==> config.mk <==
export PLATFORM = sky130hd
export DESIGN_NAME = vga_timing_generator
export DESIGN_NICKNAME = d
export VERILOG_FILES = /design/src/rtl/vga_timing_generator_pkg.sv /design/src/rtl/pixel_tick_divider.sv /design/src/rtl/vga_timing_generator.sv
export SDC_FILE = /design/constraint.sdc
export NUM_CORES = 1
export LEC_CHECK = 0
export CAP_MARGIN = 10
export CORE_UTILIZATION = 25
export CTS_CLUSTER_SIZE = 8
export DETAILED_ROUTE_END_ITERATION = 10
export PLACE_DENSITY = 0.45
export SLEW_MARGIN = 20
export SYNTH_ARGS = -nofsm -noshare
export SYNTH_HDL_FRONTEND = slang
export SYNTH_SLANG_ARGS = --single-unit
==> constraint.sdc <==
create_clock -name clk -period 2.98 [get_ports clk]
set_clock_uncertainty 0.1 [all_clocks]
set_input_delay 0.596 -clock clk [delete_from_list [all_inputs] [get_ports clk]]
set_output_delay 0.596 -clock clk [all_outputs]
set_load 0.02 [all_outputs]
==> src/rtl/vga_timing_generator_pkg.sv <==
// Shared 640x480@60 timing defaults and the window-membership helper used by
// the scan decode and by the Draw_FSM_* blocks.
package vga_timing_generator_pkg;

  localparam int DEF_CLK_DIV  = 4;
  localparam int DEF_H_SYNC   = 96;
  localparam int DEF_H_BP     = 48;
  localparam int DEF_H_ACTIVE = 640;
  localparam int DEF_H_FP     = 16;
  localparam int DEF_V_SYNC   = 2;
  localparam int DEF_V_BP     = 33;
  localparam int DEF_V_ACTIVE = 480;
  localparam int DEF_V_FP     = 10;
  localparam bit DEF_SYNC_POL = 1'b0;

  localparam int POS_W = 16;

  // True when pos lies in the inclusive range lo..hi.
  function automatic logic in_window(input logic [POS_W-1:0] pos, input int lo, input int hi);
    return (int'(pos) >= lo) && (int'(pos) <= hi);
  endfunction

endpackage

==> src/rtl/pixel_tick_divider.sv <==
// Divides the system clock into a registered one-clk pixel_tick pulse every
// CLK_DIV clocks; with CLK_DIV=1 the tick stays high after reset.
module pixel_tick_divider
  import vga_timing_generator_pkg::*;
#(
  parameter int CLK_DIV = DEF_CLK_DIV
) (
  input  logic clk,
  input  logic reset,
  output logic pixel_tick
);

  localparam int DIV_W = (CLK_DIV > 1) ? $clog2(CLK_DIV) : 1;

  logic [DIV_W-1:0] div;

  always_ff @(posedge clk) begin
    if (reset) begin
      div        <= '0;
      pixel_tick <= 1'b0;
    end else if (div == DIV_W'(CLK_DIV - 1)) begin
      div        <= '0;
      pixel_tick <= 1'b1;
    end else begin
      div        <= div + DIV_W'(1);
      pixel_tick <= 1'b0;
    end
  end

endmodule

==> src/rtl/vga_timing_generator.sv <==
// VGA scan timing: pixel divider, horizontal/vertical scan counters, and
// registered sync/window/strobe decode aligned with the position buses.
module vga_timing_generator
  import vga_timing_generator_pkg::*;
#(
  parameter int CLK_DIV  = DEF_CLK_DIV,
  parameter int H_SYNC   = DEF_H_SYNC,
  parameter int H_BP     = DEF_H_BP,
  parameter int H_ACTIVE = DEF_H_ACTIVE,
  parameter int H_FP     = DEF_H_FP,
  parameter int V_SYNC   = DEF_V_SYNC,
  parameter int V_BP     = DEF_V_BP,
  parameter int V_ACTIVE = DEF_V_ACTIVE,
  parameter int V_FP     = DEF_V_FP,
  parameter bit SYNC_POL = DEF_SYNC_POL
) (
  input  logic             clk,
  input  logic             reset,
  output logic             pixel_tick,
  output logic [POS_W-1:0] horizontal_actual_position,
  output logic [POS_W-1:0] vertical_actual_position,
  output logic             hsync,
  output logic             vsync,
  output logic             video_on,
  output logic             line_start,
  output logic             frame_start
);

  localparam int H_TOTAL     = H_SYNC + H_BP + H_ACTIVE + H_FP;
  localparam int V_TOTAL     = V_SYNC + V_BP + V_ACTIVE + V_FP;
  localparam int H_VIS_START = H_SYNC + H_BP;
  localparam int H_VIS_END   = H_VIS_START + H_ACTIVE - 1;
  localparam int V_VIS_START = V_SYNC + V_BP;
  localparam int V_VIS_END   = V_VIS_START + V_ACTIVE - 1;

  logic [POS_W-1:0] h_next;
  logic [POS_W-1:0] v_next;

  pixel_tick_divider #(
    .CLK_DIV(CLK_DIV)
  ) u_divider (
    .clk       (clk),
    .reset     (reset),
    .pixel_tick(pixel_tick)
  );

  always_comb begin
    h_next = horizontal_actual_position + POS_W'(1);
    v_next = vertical_actual_position;
    if (horizontal_actual_position == POS_W'(H_TOTAL - 1)) begin
      h_next = '0;
      if (vertical_actual_position == POS_W'(V_TOTAL - 1)) begin
        v_next = '0;
      end else begin
        v_next = vertical_actual_position + POS_W'(1);
      end
    end
  end

  // Qualifiers are decoded from h_next/v_next so they land in the same cycle
  // as the position they describe.
  always_ff @(posedge clk) begin
    if (reset) begin
      horizontal_actual_position <= '0;
      vertical_actual_position   <= '0;
      hsync                      <= SYNC_POL;
      vsync                      <= SYNC_POL;
      video_on                   <= 1'b0;
      line_start                 <= 1'b0;
      frame_start                <= 1'b0;
    end else begin
      line_start  <= 1'b0;
      frame_start <= 1'b0;
      if (pixel_tick) begin
        horizontal_actual_position <= h_next;
        vertical_actual_position   <= v_next;
        hsync       <= (h_next < POS_W'(H_SYNC)) ? SYNC_POL : ~SYNC_POL;
        vsync       <= (v_next < POS_W'(V_SYNC)) ? SYNC_POL : ~SYNC_POL;
        video_on    <= in_window(h_next, H_VIS_START, H_VIS_END) &&
                       in_window(v_next, V_VIS_START, V_VIS_END);
        line_start  <= (h_next == '0);
        frame_start <= (h_next == '0) && (v_next == '0);
      end
    end
  end

endmodule
==> flow_summary_export.csv <==
group,metric,value,unit
global_route,overflow,0,
worst_setup_path,arrival,3.01,ns
sta,hold_violations,0,
synth,netlist_area,2690,um^2
synth,synth_nets,365,
floorplanning,die_y,106,um
sta,final-setup-viol-count,0,
detailed_routing,drc,0,
floorplanning,rows,37,
detailed_routing,wl_per_cell,15.4,um
synth,synthTopCellsByArea,"dfxtp_1 (30%), nor2_1 (6.0%), xor2_1 (4.9%), a21oi_1 (4.1%), nor3_1 (3.7%)",
cts,numCtsBuffers,5,
placement,gp_congestion,0.791,
cts,clock_sinks,40,
detailed_routing,via_per_inst,5.19,
sta,rsz0062_at_grt,"false",
synth,ys_seq_area_frac,0.298,
detailed_routing,first_iter_violations,116,
worst_setup_path,critPathCaptureType,"flip-flop",
cts,clock_latency,0.30,ns
finish,fin_cells,541,
synth,synth_cell_types,57,
sta,relSlewSlack,0.696,
synth,netlist.area_leader.share,0.298,
cts,clkTransAtPathRegs,0.08,ns
synth,synth_largest_area_cell,"dfxtp_1",
sta,final_max_slew_viol_count,0,
floorplanning,start_util,0.259,
cts,htreeDepth,2,
synth,ys.flop_type,"dfxtp_1",
cts,cts_tree,"done",
pwr,p_leak,1.19,nW
pwr,ir_drop,154,uV
floorplanning,core,10400,um^2
worst_setup_path,critPathMaxFanout,6,
placement,io_buffers,39,
worst_setup_path,cp.required,3.13,ns
finish,diodes,0,
synth,synth_edf_count,0,
min_path,hp-class,"reg -> reg",
placement,dp_cells,532,
global_route,grt_pass1_wl,13700,um
synth,yosysWarnings,0,
finish,nets,412,
cts,cts_buffer_depth,2,
flow_run,maxCapViolations,0,
placement,dpl.hpwl,5900,um
synth,async_reset_ff_frac,0,
detailed_routing,first_pass_iters,8,
finish,drive_above_1_share,0.158,
worst_setup_path,cp-start-kind,"flip-flop",
detailed_routing,routed_wl,8320,um
sta,layout_setup_ws,0.111,ns
floorplanning,num_io_pins,40,
sta,finalSetupTns,0,ns
global_route,grt_usage,0.154,
global_route,grt_pass1_vias,2629,
sta,period_share,0.963,
synth,synth_top_cells_by_count,"nor2_1 (43), dfxtp_1 (40), clkbuf_1 (26)",
global_route,antenna_found_initial,0,
floorplanning,dieWidth,106,um
detailed_routing,ant_nets,0,
finish,area_growth,32.1,%
sta,worst_pin_slew,0.451,ns
placement,place_ws,-0.0414,ns
global_route,grt_max_degree,40,
synth,avgSynthCellArea,7.54,um^2
sta,min_period,2.87,ns
cts,clockRootBuffer,"clkbuf_8",
sta,maxClockFrequency,0.349,GHz
synth,syn_inst,357,
outcome,outcome,"completed",
synth,yosys_register_bits,40,
detailed_routing,via_count,2808,
floorplanning,die-area,11200,um^2
synth,synth_most_common_cell,"nor2_1",
pwr,p_per_area,295,nW/um^2
worst_setup_path,setup.worst_path.class,"reg -> reg",
metal layers:
layer	up-vias	share of wire	global-route usage
met2	66	0.45	0.245
met1	1342	0.50	0.214
li1	1392	-	-
met5	-	0	0
met3	8	0.034	0.0235
met4	0	0.012	0.0496
layout by cell type, fill, tap and decap left out, types with 6 or more instances in the layout:
cell type         n
nor3_1           19
o21ai_0          16
nand3_1          18
nand2_1          25
buf_4            30
clkdlybuf4s50_1  39
xor2_1           15
nor2_1           43
inv_1             7
xnor2_1           7
nor4_1            8
a21oi_1          22
and3_1            6
ha_1              6
dfxtp_1          36
nand4_1          12
metrics by stage:
step | power [mW] | cell area [um^2] | hold WS (ns) | utilization
3_3_place_gp | 0.608 | 3360 | 0.315 | 0.324
2_1_floorplan | 0.587 | 2690 | 0.307 | -
5_1_grt | 1.10 | 3550 | 0.359 | 0.343
6_report | 1.05 | 3550 | 0.336 | 0.343
4_1_cts | 1.06 | 3480 | 0.343 | 0.336
3_5_place_dp | 0.609 | 3360 | 0.331 | 0.324
layout make-up:
type | count | area [um^2]
Timing Repair Buffer | 72 | 652
Tap cell | 136 | 170
Clock inverter | 2 | 35.0
Sequential cell | 40 | 806
Multi-Input combinational cell | 278 | 1790
Fill cell | 1141 | 6820
Inverter | 7 | 26.3
Clock buffer | 6 | 72.6
where the power goes:
| group | leakage, nW | internal, mW | switching [mW] |
|---|---|---|---|
| Sequential | 0.325 | 0.541 | 0.00540 |
| Clock | 0.0552 | 0.249 | 0.202 |
| Combinational | 0.805 | 0.0198 | 0.0300 |
| Total | 1.19 | 0.810 | 0.237 |
critical path, stage by stage (launching register included):
cell and delay [ns]:
dfxtp_2 0.32, or4_4 0.54, or4_4 0.60, buf_6 0.16, o31ai_2 0.21, nand3_1 0.15, nor4_4 0.36, and3_4 0.24
and3_1 0.13
state kept, by name (all words and copies together), names as in the netlist:
name and cells:
horizontal_actual_position 16, hsync 1, frame_start 1, u_divider.div 2, vsync 1, line_start 1, u_divider.pixel_tick 1, video_on 1
vertical_actual_position 16
worst paths after layout:
check | endpoint | slack [ns] | cells past startpoint | from
hold / removal | u_divider.div[0]$_SDFF_PP0_ | 0.34 | 1 | u_divider.div[0]$_SDFF_PP0_
setup reg to reg | frame_start$_SDFF_PP0_ | 0.11 | 8 | horizontal_actual_position[14]$_SDFFE_PP0P_
setup / recovery | frame_start$_SDFF_PP0_ | 0.11 | 8 | horizontal_actual_position[14]$_SDFFE_PP0P_
hold reg to reg | u_divider.div[0]$_SDFF_PP0_ | 0.34 | 1 | u_divider.div[0]$_SDFF_PP0_
timing repair:
item,4_1_cts,5_1_grt
gates resized for setup,1,13
pin swaps,1,8
endpoints found under the setup margin,3,3
buffers inserted,1,0
hold buffers,0,0
cloned,0,1
cell families after synthesis:
group	count (synthesis)	synth area share
AND/OR/NAND/NOR	175	0.355
AO/OA/AOI/OAI	72	0.174
flip-flops	40	0.298
buffers and inverters	39	0.0628
XOR/XNOR	22	0.0716
adder cells (fa/ha/maj)	6	0.0279
multiplexers	3	0.0116
Power figures use the tool's default switching activity.
